==> src/rtl/jtpinpon_objscan.sv <==
// rtl/jtpinpon_objscan.sv - per-line object table scanner feeding draw requests to the object drawer
// Fetches each 4-byte entry, tests vertical visibility against vdump and hands visible objects over.
module jtpinpon_objscan #(
  parameter int OBJCNT  = 32,
  parameter int LINEMAX = 8
) (
  input  logic       rst,
  input  logic       clk,
  input  logic       cen2,
  input  logic       hinit_x,
  input  logic [7:0] vdump,
  output logic [7:0] obj_addr,
  input  logic [7:0] obj_dout,
  output logic       draw,
  input  logic       busy,
  output logic [7:0] xpos,
  output logic [3:0] ysub,
  output logic [4:0] pal,
  output logic       hflip,
  output logic       vflip,
  output logic [7:0] code,
  output logic       scan_busy
);
  localparam int EW = $clog2(OBJCNT);
  localparam int CW = $clog2(LINEMAX + 1);

  localparam logic [1:0] B_YPOS = 2'd0;
  localparam logic [1:0] B_CODE = 2'd1;
  localparam logic [1:0] B_ATTR = 2'd2;
  localparam logic [1:0] B_XPOS = 2'd3;

  typedef enum logic [2:0] {
    IDLE  = 3'd0,
    FETCH = 3'd1,
    CHECK = 3'd2,
    REQ   = 3'd3,
    WAIT  = 3'd4,
    DONE  = 3'd5
  } state_t;

  state_t        st;
  logic [EW-1:0] entry;
  logic [CW-1:0] count;
  logic [2:0]    fsub;
  logic [1:0]    lat_byte;
  logic          wait_first;
  logic [7:0]    ypos_l, code_l, xpos_l;
  logic [6:0]    attr_l;
  logic [7:0]    diff;
  logic          last;
  logic          unused_attr;

  // byte presented on fsub-1 is the one arriving on obj_dout now
  assign lat_byte    = fsub[1:0] - 2'd1;
  assign diff        = vdump - ypos_l;
  assign last        = (entry == EW'(OBJCNT - 1));
  assign unused_attr = obj_dout[5];

  always_ff @(posedge clk or posedge rst) begin
    if (rst) begin
      st         <= IDLE;
      draw       <= 1'b0;
      scan_busy  <= 1'b0;
      obj_addr   <= 8'd0;
      xpos       <= 8'd0;
      ysub       <= 4'd0;
      pal        <= 5'd0;
      hflip      <= 1'b0;
      vflip      <= 1'b0;
      code       <= 8'd0;
      entry      <= '0;
      count      <= '0;
      fsub       <= 3'd0;
      wait_first <= 1'b0;
      ypos_l     <= 8'd0;
      code_l     <= 8'd0;
      attr_l     <= 7'd0;
      xpos_l     <= 8'd0;
    end else if (cen2) begin
      if (hinit_x) begin
        st         <= FETCH;
        entry      <= '0;
        count      <= '0;
        fsub       <= 3'd0;
        draw       <= 1'b0;
        scan_busy  <= 1'b1;
        obj_addr   <= 8'd0;
        wait_first <= 1'b0;
      end else begin
        case (st)
          FETCH: begin
            if (fsub <= 3'd3) obj_addr <= {6'(entry), fsub[1:0]};
            if (fsub != 3'd0) begin
              case (lat_byte)
                B_YPOS:  ypos_l <= obj_dout;
                B_CODE:  code_l <= obj_dout;
                B_ATTR:  attr_l <= {obj_dout[7:6], obj_dout[4:0]};
                B_XPOS:  xpos_l <= obj_dout;
                default: ;
              endcase
            end
            if (fsub == 3'd4) begin
              fsub <= 3'd0;
              st   <= CHECK;
            end else begin
              fsub <= fsub + 3'd1;
            end
          end
          CHECK: begin
            if (diff < 8'd16) begin
              ysub  <= diff[3:0];
              xpos  <= xpos_l;
              code  <= code_l;
              pal   <= attr_l[4:0];
              hflip <= attr_l[5];
              vflip <= attr_l[6];
              st    <= REQ;
            end else if (last) begin
              st        <= DONE;
              scan_busy <= 1'b0;
            end else begin
              entry <= entry + 1'b1;
              st    <= FETCH;
            end
          end
          REQ: begin
            if (!busy) begin
              draw       <= 1'b1;
              count      <= count + 1'b1;
              wait_first <= 1'b1;
              st         <= WAIT;
            end else begin
              draw <= 1'b0;
            end
          end
          WAIT: begin
            draw <= 1'b0;
            // the drawer raises busy a cycle after draw, so the first cycle is blind
            if (wait_first) begin
              wait_first <= 1'b0;
            end else if (!busy) begin
              if (last || count == CW'(LINEMAX)) begin
                st        <= DONE;
                scan_busy <= 1'b0;
              end else begin
                entry <= entry + 1'b1;
                st    <= FETCH;
              end
            end
          end
          default: draw <= 1'b0;
        endcase
      end
    end
  end
endmodule

==> config.mk <==
export PLATFORM = sky130hd
export DESIGN_NAME = jtpinpon_objscan
export DESIGN_NICKNAME = d
export VERILOG_FILES = /design/src/rtl/jtpinpon_objscan.sv
export SDC_FILE = /design/constraint.sdc
export NUM_CORES = 1
export LEC_CHECK = 0
export ABC_AREA = 1
export BUFFER_PORTS_ARGS = -buffer_cell sky130_fd_sc_hd__buf_2
export CAP_MARGIN = 20
export CORE_UTILIZATION = 50
export CTS_CLUSTER_DIAMETER = 60
export DETAILED_ROUTE_END_ITERATION = 10
export HOLD_SLACK_MARGIN = 0.05
export PLACE_DENSITY = 0.68
export SYNTH_ARGS = -nofsm -noshare
export SYNTH_HDL_FRONTEND = slang
export SYNTH_SLANG_ARGS = --single-unit
==> constraint.sdc <==
create_clock -name clk -period 2.8 [get_ports clk]
set_input_delay 0.28 -clock clk [delete_from_list [all_inputs] [get_ports clk]]
set_output_delay 0.28 -clock clk [all_outputs]
set_load 0.01 [all_outputs]
== Word level (Yosys, flattened, before mapping) ==
Cells that the tools add are included.

* Register bits: 84
* Latch bits: 0
* Memory bits (writable): 0
* ROM bits: 0
* Output and inout port bits: 37
* Word-level logic and storage cells: 108
* Memories: 0

* Add/subtract/negate cells: 5
* Multipliers: 0
* Div/mod/pow operators: 0
* $lt $le $gt $ge: 2
* Eq/ne operators: 21
* Shift operators: 0
* Muxes and demuxes: 38
* Bitwise operators: 1
* Reductions and logical operators: 23

{| class="wikitable"
|+ Operators with widths
! cell !! number
|-
| $mux 3 || 11
|-
| $mux 5 || 6
|-
| $ne 3x3->1 const B || 9
|-
| $mux 8 || 3
|-
| $reduce_and 5->1 || 4
|-
| $reduce_and 7->1 || 2
|-
| $mux 4 || 3
|-
| $pmux 3 s4 || 1
|-
| $mux 1 || 10
|-
| $pmux 5 s2 || 1
|-
| $reduce_and 3->1 || 3
|-
| $reduce_bool 3->1 || 3
|-
| $lt 8x5->1 const B || 1
|-
| $sub 8x8->8 || 1
|-
| $eq 3x2->1 const B || 2
|-
| $eq 3x3->1 const B || 2
|-
| $pmux 1 s2 || 3
|-
| $reduce_and 6->1 || 1
|-
| $reduce_bool 2->1 || 3
|-
| $add 5x1->5 const B || 1
|-
| $eq 5x5->1 const B || 1
|-
| $reduce_bool 5->1 || 1
|-
| $add 4x1->4 const B || 1
|-
| $eq 2x2->1 const B || 2
|-
| other kinds (14) || 15
|}

== Longest topological paths before layout ==
Gate-level depths: netlist (run 1).

* Depth after elaboration: 7
* Gate-level depth with buffers: 16

== Worst setup path after synthesis (run 1) ==
No wires, ideal clock.

* Kind: register to register
* Start: register ypos_l[0]
* End: register ysub[1]
* Setup time: 0.117 ns
* Data arrival time: 1.965 ns
* Path slack: 0.718 ns
* Cell stages (with the launch flop): 14
* Cells stage by stage: dfrtp_1 > ha_1 > inv_1 > fa_1 > nand2_1 > nand2_1 > nand2_1 > xor2_1 > nand3_1 > nor2_4 > nand3_4 > buf_2 > nand2_1 > nand2_1

* Longest elaborated chain between the ends: 3

{| class="wikitable"
|+ Ends and longest elaborated chain
! item !! RTL line !! text
|-
| from (decl) || 47 || <nowiki>logic [7:0] ypos_l, code_l, xpos_l;</nowiki>
|-
| from (signal assigned) || 95 || <nowiki>B_YPOS: ypos_l <= obj_dout;</nowiki>
|-
| $sub 8x8->8 (*) || 55 || <nowiki>assign diff = vdump - ypos_l;</nowiki>
|-
| $lt 8x5->1 || 110 || <nowiki>if (diff < 8'd16) begin</nowiki>
|-
| $reduce_and 4->1 (no source line) || n/a ||
|-
| to (signal assigned) || 111 || <nowiki>ysub <= diff[3:0];</nowiki>
|-
| to (decl) || 17 || <nowiki>output logic [3:0] ysub,</nowiki>
|}

Mark *: on every way between the ends. The rest lies on a longest branch, timed or not.
A chain may end at the register's enable or synchronous reset.

== Worst setup path after layout (run 1) ==
* Start: register ypos_l[0]
* End: register entry[2]

* Longest elaborated chain between the ends: 4

{| class="wikitable"
|+ Ends and longest elaborated chain
! item !! RTL line !! text
|-
| $sub 8x8->8 || 55 ||
|-
| $lt 8x5->1 || 110 ||
|-
| $ne 3x3->1 (no source line) || n/a ||
|-
| $reduce_and 7->1 (no source line) || n/a ||
|-
| to (signal assigned) || 122 || <nowiki>entry <= entry + 1'b1;</nowiki>
|-
| to (signal assigned) || 146 || <nowiki>entry <= entry + 1'b1;</nowiki>
|-
| to (decl) || 42 || <nowiki>logic [EW-1:0] entry;</nowiki>
|}

No other way between the ends.

==> results.rst, run 1 <==
.. list-table::
   :header-rows: 1

   * - Metric
     - Value
   * - TritonCTS buffer count
     - 9
   * - Setup Total Neg Slack
     - 0 ps
   * - Critical Path Fanout Max
     - 7
   * - Setup Viol. Count Final
     - 0
   * - PwrDens
     - 820 nW/um2
   * - Outcome
     - finished, final reports clean
   * - Type of destination of the critical path
     - register
   * - Ordered list of cells on the worst path
     - ha_1, inv_1, fa_1, nand2_1, nand2_1, nand2_1, xor2_1, nand3_1, nor2_4, nand3_1, nand3_2, nand2_1, nand2_1
   * - Maximum number of pins on one net before global-route repair
     - 44
   * - Aggregate global-route resource usage
     - 0.208
   * - Avg Synthesized Cell Area
     - approximately 8.4 um2
   * - Part of the Yosys area used for sequential elements
     - 0.516
   * - Initial Util
     - 0.518
   * - Min Clock Period, post-route
     - roughly 2400 ps
   * - Wire length of the first global-routing pass
     - around 14 mm
   * - Core region area
     - 7770 um2
   * - Routed Antenna Nets
     - 0
   * - Placement row count
     - 32
   * - Cell occurring most often along the worst timing path
     - sky130_fd_sc_hd__nand2_1
   * - Actual slew at the worst max-slew pin
     - 716 ps
   * - IO Pins
     - 58
   * - Clock tree from TritonCTS
     - built
   * - Final worst clock skew
     - 12.4 ps
   * - Critical path required time
     - approximately 3100 ps
   * - Maximum vdd ir drop
     - 0.448 mV
   * - Slew HR
     - 0.522
   * - Syn Nets
     - 519
   * - Insertion delay to the later sink of the worst-skew pair
     - roughly 350 ps
   * - Max Slew Vio Count
     - 0
   * - MaxCap Viol Count
     - 0
   * - Max incr delay on CP
     - about 400 ps
   * - HPWL Detailed
     - just under 6 mm
   * - Maximum clock rate
     - 0.412 GHz
   * - Synthesis-to-finish area growth
     - 15.1%
   * - Count of cells along the worst register-to-register path
     - 13
   * - Synth cell types
     - 34
   * - Top delay family on crit path
     - simple AND/OR/NAND/NOR gates
   * - Average wire length per cell after detail routing
     - roughly 12 um
   * - Routed Wire Length
     - roughly 8.1 mm
   * - Most common library cell in the layout ignoring fill and taps
     - sky130_fd_sc_hd__nand2_1
   * - Crit path buf inv count
     - 1
   * - Data arrival time of the worst path
     - roughly 2700 ps
   * - Category of the critical setup timing path
     - register to register
   * - Number of DRC markers after the initial detailed-route iteration
     - about 110
   * - Post-synthesis instance area
     - 4030 um2
   * - Residual overflow from global routing
     - 0
   * - Slowest library cell on the worst path
     - sky130_fd_sc_hd__fa_1
   * - Period Utilization, post-route
     - 0.867
   * - Cells after synthesis
     - 480
   * - Height of the chip
     - just over 90 um
   * - RSZ-0062 raised after global routing
     - no
   * - Path class of the lowest-slack min-delay path
     - input port to register
   * - Via count of the first global-routing pass
     - around 3100
   * - Static leakage power
     - 2.58 nW
   * - Count of final hold-check violations
     - 0
   * - Flop and latch count out of synthesis
     - a little over 80
   * - Average via count per standard cell
     - just under 5
   * - Core utilization of the finished layout
     - 0.596
   * - CTS H-tree depth
     - 3
   * - Floorplan die width
     - about 92 um
   * - Pre-antenna DRT Iters
     - 4
   * - Die Footprint
     - approximately 8400 um2
   * - Final-stage net count
     - 583
   * - Count of inserted antenna diode cells
     - 0
   * - Most used cells in the layout excluding fill and tap cells
     - sky130_fd_sc_hd__nand2_1, sky130_fd_sc_hd__dfrtp_1, sky130_fd_sc_hd__inv_1
   * - Fraction of layout cells with a size suffix above 1
     - 0.171
   * - Number of clock sinks seen by CTS
     - 83
   * - Setup Buffers After CTS
     - 0
   * - Hold Crit Depth
     - 3
   * - Vias
     - approximately 3200
   * - Fill count
     - between 700 and 800
   * - Last weighted congestion value of the routability-driven placer
     - between 0.8 and 0.9
   * - Number of antenna violations at the first check in global routing
     - 0
   * - Number of gates on the worst path with buffers counted
     - 13
   * - Port Buffers
     - 56
   * - CTS root buffer
     - sky130_fd_sc_hd__clkbuf_8
   * - Clock-pin slew reported for the worst setup and hold paths after clock tree synthesis
     - about 80 ps
   * - Number of buffers on the longest clock path
     - 2
   * - Kind of start point of the critical path
     - register
   * - DRC viols
     - 0
   * - Synth Warn #
     - 0
## worst register-to-register path, stage by stage, from the launching register on
cell	delay, ps
sky130_fd_sc_hd__dfrtp_1	380
sky130_fd_sc_hd__ha_1	160
sky130_fd_sc_hd__inv_1	60
sky130_fd_sc_hd__fa_1	400
sky130_fd_sc_hd__nand2_1	90
sky130_fd_sc_hd__nand2_1	70
sky130_fd_sc_hd__nand2_1	70
sky130_fd_sc_hd__xor2_1	140
sky130_fd_sc_hd__nand3_1	130
sky130_fd_sc_hd__nor2_4	190
sky130_fd_sc_hd__nand3_1	300
sky130_fd_sc_hd__nand3_2	230
sky130_fd_sc_hd__nand2_1	90
sky130_fd_sc_hd__nand2_1	70
## logic make-up after synthesis
logic type,after synthesis,share of synthesized area
AND/OR/NAND/NOR,216,0.221
flip-flops,83,0.516
AO/OA/AOI/OAI,78,0.107
buffers and inverters,78,0.0833
adder cells (fa/ha/maj),18,0.0578
XOR/XNOR,5,0.0109
other,1,0.000931
multiplexers,1,0.00280
## power breakdown
part / total (mW) / switching [mW] / internal (mW)
Sequential: 1.69 / 0.177 / 1.51
Clock: 0.899 / 0.451 / 0.448
Combinational: 1.21 / 0.741 / 0.472
Total: 3.80 / 1.37 / 2.43
## state kept, by name (all words and copies together) (netlist names)
name / count
attr_l: 7
code: 8
code_l: 8
count: 4
draw: 1
entry: 5
fsub: 3
hflip: 1
obj_addr: 7
pal: 5
scan_busy: 1
st: 3
vflip: 1
wait_first: 1
xpos: 8
xpos_l: 8
ypos_l: 8
ysub: 4
## final timing paths
check | from | to | slack (ps)
worst min register to register | attr_l[6] | vflip | 470
min in group asynchronous | rst | hflip | 560
max in group asynchronous | rst | obj_addr[3] | 1490
worst min-delay path | obj_dout[0] | code_l[0] | 150
worst max-delay path | ypos_l[0] | entry[2] | 370
worst max register to register | ypos_l[0] | entry[2] | 370
## metrics by stage
step                      cell area [um2]  instances  setup slack, ps  hold WS, ps  power (mW)
after detailed placement             4410        634              360          416        2.93
after global placement               4410        634              397          419        2.88
final                                4630        651              372          152        3.80
after floorplan                      4030        480              383          401        2.58
after global routing                 4630        651              101          150        4.09
after CTS                            4630        651              356          140        3.84
## synthesized netlist by cell type
cell	count	area share
sky130_fd_sc_hd__a211o_1	1	0.0022
sky130_fd_sc_hd__a211oi_1	1	0.0019
sky130_fd_sc_hd__a21oi_1	23	0.029
sky130_fd_sc_hd__a22oi_1	1	0.0019
sky130_fd_sc_hd__buf_2	6	0.0075
sky130_fd_sc_hd__buf_4	1	0.0019
sky130_fd_sc_hd__buf_6	2	0.0056
sky130_fd_sc_hd__buf_8	1	0.0037
sky130_fd_sc_hd__clkbuf_1	2	0.0019
sky130_fd_sc_hd__conb_1	1	0.00093
sky130_fd_sc_hd__dfrtp_1	83	0.52
sky130_fd_sc_hd__fa_1	1	0.0050
sky130_fd_sc_hd__ha_1	17	0.053
sky130_fd_sc_hd__inv_1	65	0.061
sky130_fd_sc_hd__inv_6	1	0.0022
sky130_fd_sc_hd__mux2_2	1	0.0028
sky130_fd_sc_hd__nand2_1	148	0.14
sky130_fd_sc_hd__nand3_1	19	0.024
sky130_fd_sc_hd__nand3_2	1	0.0025
sky130_fd_sc_hd__nand3_4	1	0.0044
sky130_fd_sc_hd__nand3b_1	2	0.0037
sky130_fd_sc_hd__nand4_1	6	0.0093
sky130_fd_sc_hd__nor2_1	35	0.033
sky130_fd_sc_hd__nor2_2	1	0.0016
sky130_fd_sc_hd__nor2_4	1	0.0028
sky130_fd_sc_hd__nor3_1	1	0.0012
sky130_fd_sc_hd__o21a_1	2	0.0037
sky130_fd_sc_hd__o21ai_0	40	0.050
sky130_fd_sc_hd__o21ai_1	2	0.0025
sky130_fd_sc_hd__o21ai_2	7	0.015
sky130_fd_sc_hd__o22ai_1	1	0.0016
sky130_fd_sc_hd__or2_1	1	0.0016
sky130_fd_sc_hd__xnor2_1	3	0.0065
sky130_fd_sc_hd__xor2_1	2	0.0044
## layer usage
| layer | share of wire | track usage | vias up |
|---|---|---|---|
| met2 | 0.50 | 0.364 | 64 |
| met5 | 0 | 0 | - |
| li1 | - | - | 1634 |
| met1 | 0.46 | 0.257 | 1517 |
| met4 | 0.0094 | 0.0690 | 0 |
| met3 | 0.036 | 0.0431 | 7 |
## what timing repair did
item / in CTS / in global routing
endpoints found under the hold margin: 41 / 0
hold buffers: 1 / 0
gates resized for setup: 0 / 0
## cell type report
type | instances | area, um2 | area share
Sequential cell | 83 | 2080 | 0.448
Multi-Input combinational cell | 319 | 1610 | 0.348
Timing Repair Buffer | 65 | 350 | 0.0756
Inverter | 66 | 254 | 0.0548
Clock buffer | 10 | 138 | 0.0297
Tap cell | 102 | 128 | 0.0275
Clock inverter | 6 | 72.6 | 0.0157
Note: power is estimated with default switching activity, not from simulation.
==> run 2: changes to the inputs <==
ABC_AREA = not set   (was 1)
CELL_PAD_IN_SITES_DETAIL_PLACEMENT = 1   (was not set)
CELL_PAD_IN_SITES_GLOBAL_PLACEMENT = 1   (was not set)
CORE_UTILIZATION = 46   (was 50)
PLACE_DENSITY = 0.77   (was 0.68)
==> run 2 against run 1 <==
First-iteration DRC count fell by 11%. Critical endpoint is now code[0]. Synthesized cell count decreased by 29%. Combinational power is 5% higher. Via count is 9.0% lower. Worst hold slack improved by 34 ps. Largest cell class unchanged.
==> results.rst, run 2 <==
.. list-table::
   :header-rows: 1

   * - Metric
     - Value
   * - Avg Synthesized Cell Area
     - 12.0 um2 (was 8.39 um2)
   * - Pre-antenna DRT Iters
     - 4 (unchanged)
   * - Final-stage net count
     - 446 (was 583)
   * - Insertion delay to the later sink of the worst-skew pair
     - 360 ps (was 350 ps)
   * - Fraction of layout cells with a size suffix above 1
     - 0.359 (was 0.171)
   * - Path class of the lowest-slack min-delay path
     - input port to register (unchanged)
   * - Slew HR
     - 0.559 (was 0.522)
   * - Post-synthesis cell type with the largest combined area
     - sky130_fd_sc_hd__dfrtp_1 (unchanged)
   * - Static leakage power
     - 2.42 nW (was 2.58 nW)
   * - Number of buffers on the longest clock path
     - 2 (unchanged)
   * - Worst setup margin
     - 120 ps (was 372 ps)
   * - Biggest area contributors in the synthesized netlist
     - sky130_fd_sc_hd__dfrtp_1, sky130_fd_sc_hd__mux2_2, sky130_fd_sc_hd__mux2_4 (was sky130_fd_sc_hd__dfrtp_1, sky130_fd_sc_hd__nand2_1, sky130_fd_sc_hd__inv_1)
   * - Part of the Yosys area used for sequential elements
     - 0.504 (was 0.516)
   * - Cells after synthesis
     - 343 (was 480)
   * - Count of final hold-check violations
     - 0 (unchanged)
   * - Share of Yosys cell area claimed by the top area cell type
     - 0.504 (was 0.516)
   * - Cell types with the highest counts after synthesis
     - sky130_fd_sc_hd__dfrtp_1, sky130_fd_sc_hd__mux2_2, sky130_fd_sc_hd__mux2_4, sky130_fd_sc_hd__nand2_1, sky130_fd_sc_hd__inv_1 (was sky130_fd_sc_hd__nand2_1, sky130_fd_sc_hd__dfrtp_1, sky130_fd_sc_hd__inv_1, sky130_fd_sc_hd__o21ai_0, sky130_fd_sc_hd__nor2_1)
   * - Dominant cell by count in the synthesized netlist
     - sky130_fd_sc_hd__dfrtp_1 (was sky130_fd_sc_hd__nand2_1)
   * - Critical Path Fanout Max
     - 14 (was 7)
   * - Last weighted congestion value of the routability-driven placer
     - 0.875 (was 0.832)
   * - MaxCap Viol Count
     - 0 (unchanged)
   * - Routed Antenna Nets
     - 0 (unchanged)
   * - Worst setup slack for register-to-register paths
     - 120 ps (was 370 ps)
   * - Maximum clock rate
     - 0.373 GHz (was 0.412 GHz)
   * - Max Slew Vio Count
     - 0 (unchanged)
   * - Actual slew at the worst max-slew pin
     - 661 ps (was 716 ps)
   * - Post-Place Setup Slack
     - 88.5 ps (was 360 ps)
   * - Most used cells in the layout excluding fill and tap cells
     - sky130_fd_sc_hd__dfrtp_1, sky130_fd_sc_hd__buf_2, sky130_fd_sc_hd__mux2_2 (was sky130_fd_sc_hd__nand2_1, sky130_fd_sc_hd__dfrtp_1, sky130_fd_sc_hd__inv_1)
   * - Most used DFF post-synth
     - sky130_fd_sc_hd__dfrtp_1 (unchanged)
   * - Category of the critical setup timing path
     - register to register (unchanged)
   * - Max incr delay on CP
     - 410 ps (was 400 ps)
   * - PwrDens
     - 818 nW/um2 (was 820 nW/um2)
   * - Number of antenna violations at the first check in global routing
     - 0 (unchanged)
   * - Clock tree from TritonCTS
     - built (unchanged)
   * - Data arrival time of the worst path
     - 2910 ps (was 2710 ps)
   * - Critical path required time
     - 3030 ps (was 3080 ps)
   * - Synth cell types
     - 53 (was 34)
   * - Count of inserted antenna diode cells
     - 0 (unchanged)
   * - Residual overflow from global routing
     - 0 (unchanged)
   * - Synthesis-to-finish area growth
     - 15.9% (was 15.1%)
   * - Ordered list of cells on the worst path
     - ha_1, inv_1, fa_1, a211oi_1, o22ai_1, a21oi_1, and4_2, nand3_4, buf_12, mux2_4 (was ha_1, inv_1, fa_1, nand2_1, nand2_1, nand2_1, xor2_1, nand3_1, nor2_4, nand3_1, nand3_2, nand2_1, nand2_1)
   * - DRC viols
     - 0 (unchanged)
   * - Outcome
     - finished, final reports clean (unchanged)
   * - CTS root buffer
     - sky130_fd_sc_hd__clkbuf_8 (unchanged)
   * - EDFF count, synth
     - 0 (unchanged)
   * - Floorplan die width
     - 96.6 um (was 91.7 um)
   * - Period Utilization, post-route
     - 0.957 (was 0.867)
   * - Setup Viol. Count Final
     - 0 (unchanged)
   * - Flop and latch count out of synthesis
     - 83 (unchanged)
   * - Number of clock sinks seen by CTS
     - 83 (unchanged)
   * - Setup Total Neg Slack
     - 0 ps (unchanged)
   * - Routed Wire Length
     - 9.65 mm (was 8.06 mm)
   * - Aggregate global-route resource usage
     - 0.224 (was 0.208)
   * - Type of destination of the critical path
     - register (unchanged)
   * - Vias
     - 2933 (was 3222)
   * - Port Buffers
     - 56 (unchanged)
   * - Clock-pin slew reported for the worst setup and hold paths after clock tree synthesis
     - 90 ps (was 80 ps)
   * - HPWL Detailed
     - 6.84 mm (was 5.86 mm)
   * - TritonCTS buffer count
     - 9 (unchanged)
   * - Maximum vdd ir drop
     - 0.467 mV (was 0.448 mV)
   * - Initial Util
     - 0.474 (was 0.518)
   * - Via count of the first global-routing pass
     - 3163 (was 3145)
   * - Die Footprint
     - 9330 um2 (was 8420 um2)
   * - Post-synthesis instance area
     - 4120 um2 (was 4030 um2)
   * - Number of DRC markers after the initial detailed-route iteration
     - 101 (was 114)
   * - Syn Nets
     - 382 (was 519)
   * - Kind of start point of the critical path
     - register (unchanged)
   * - Height of the chip
     - 96.6 um (was 91.7 um)
   * - Share of async-settable or async-resettable flops after synthesis
     - 1.00 (unchanged)
   * - Synth Warn #
     - 0 (unchanged)
   * - CTS H-tree depth
     - 3 (unchanged)
   * - IO Pins
     - 58 (unchanged)
   * - Wire length of the first global-routing pass
     - 16.5 mm (was 13.9 mm)
   * - Average wire length per cell after detail routing
     - 18.5 um (was 12.4 um)
   * - Slowest library cell on the worst path
     - sky130_fd_sc_hd__fa_1 (unchanged)
   * - Most common library cell in the layout ignoring fill and taps
     - sky130_fd_sc_hd__dfrtp_1 (was sky130_fd_sc_hd__nand2_1)
   * - Placement row count
     - 34 (was 32)
   * - Core region area
     - 8680 um2 (was 7770 um2)
   * - Average via count per standard cell
     - 5.64 (was 4.95)
   * - RSZ-0062 raised after global routing
     - no (unchanged)
   * - Final worst clock skew
     - 17.0 ps (was 12.4 ps)
   * - Fill count
     - 951 (was 747)
   * - Min Clock Period, post-route
     - 2680 ps (was 2430 ps)
   * - Maximum number of pins on one net before global-route repair
     - 38 (was 44)
[run 2: changes by cell type in the layout (fill, tap and decap cells not counted), moves of 5 or more]
cell and change:
sky130_fd_sc_hd__o21ai_2 -7, sky130_fd_sc_hd__mux2_4 +24, sky130_fd_sc_hd__mux2_2 +34, sky130_fd_sc_hd__o31ai_1 +5, sky130_fd_sc_hd__a21oi_1 -9, sky130_fd_sc_hd__nor2_1 -20, sky130_fd_sc_hd__nor2b_1 +5, sky130_fd_sc_hd__o22ai_1 +5
sky130_fd_sc_hd__inv_1 -45, sky130_fd_sc_hd__nand3_1 -16, sky130_fd_sc_hd__o21ai_0 -22, sky130_fd_sc_hd__nand2b_1 +5, sky130_fd_sc_hd__nor3_1 +5, sky130_fd_sc_hd__nand2_1 -127
[run 2: area by class of cell]
type / count / area (um2) / area share
flip-flops and latches: 83 / 2080 / 0.435
repair buffers: 67 / 390 / 0.0818
clock inverters: 6 / 71.3 / 0.0149
clock buffers: 10 / 138 / 0.0288
well taps: 108 / 135 / 0.0283
inverters: 21 / 80.1 / 0.0168
multi-input cells: 225 / 1880 / 0.394
[run 2: layer usage]
| layer | part of all wire | vias up | global-route usage |
|---|---|---|---|
| li1 | - | 1361 | - |
| met1 | 0.45 | 1489 | 0.293 |
| met2 | 0.50 | 66 | 0.372 |
| met3 | 0.032 | 17 | 0.0441 |
| met4 | 0.020 | 0 | 0.0792 |
| met5 | 0 | - | 0 |
[run 2: worst paths after layout]
check | start | to | cells after the start
max in group asynchronous | rst | attr_l[6] | 4
worst max-delay path | ypos_l[0] | code[0] | 10
worst max register to register | ypos_l[0] | code[0] | 10
worst min register to register | obj_addr[6] | obj_addr[6] | 2
worst min-delay path | obj_dout[5] | code_l[5] | 2
min in group asynchronous | rst | code[1] | 3
[run 2: what timing repair did]
action                    CTS  global route
hold buffers                1             0
hold endpoints to repair   35             0
setup buffers               0             0
gates resized for setup     0             0
[run 2: stage by stage]
step | area, um2 | cells | power, mW | hold WS [ps] | utilization
finish | 4770 | 520 | 3.90 | 186 | 0.550
floorplan | 4120 | 343 | 2.57 | 431 | -
global placement | 4550 | 503 | 2.91 | 377 | 0.525
detailed placement | 4550 | 503 | 2.99 | 391 | 0.525
global route | 4770 | 520 | 4.15 | 180 | 0.550
CTS | 4770 | 520 | 3.93 | 184 | 0.550
[run 2: critical path, delay by kind of cell (launching register included)]
family / cells / cell delay [ps]
buf+inv: 2 / 230
flops: 1 / 360
compound gates: 3 / 660
mux: 1 / 310
simple gates: 2 / 420
fa+ha+maj: 2 / 570
[run 2: report_power, final]
part,internal (mW),switching (mW),total (mW)
logic,0.595,0.672,1.27
registers,1.49,0.232,1.72
clock network,0.445,0.470,0.914
[run 2: kinds of logic (layout without fill, tap and decap cells)]
group,Yosys count,after routing,share of synthesized area
XOR/XNOR,4,4,0.00851
buffers and inverters,35,104,0.0389
multiplexers,61,61,0.188
AO/OA/AOI/OAI,72,72,0.117
other,1,1,0.000911
AND/OR/NAND/NOR,69,69,0.0860
flip-flops,83,83,0.504
adder cells (fa/ha/maj),18,18,0.0565
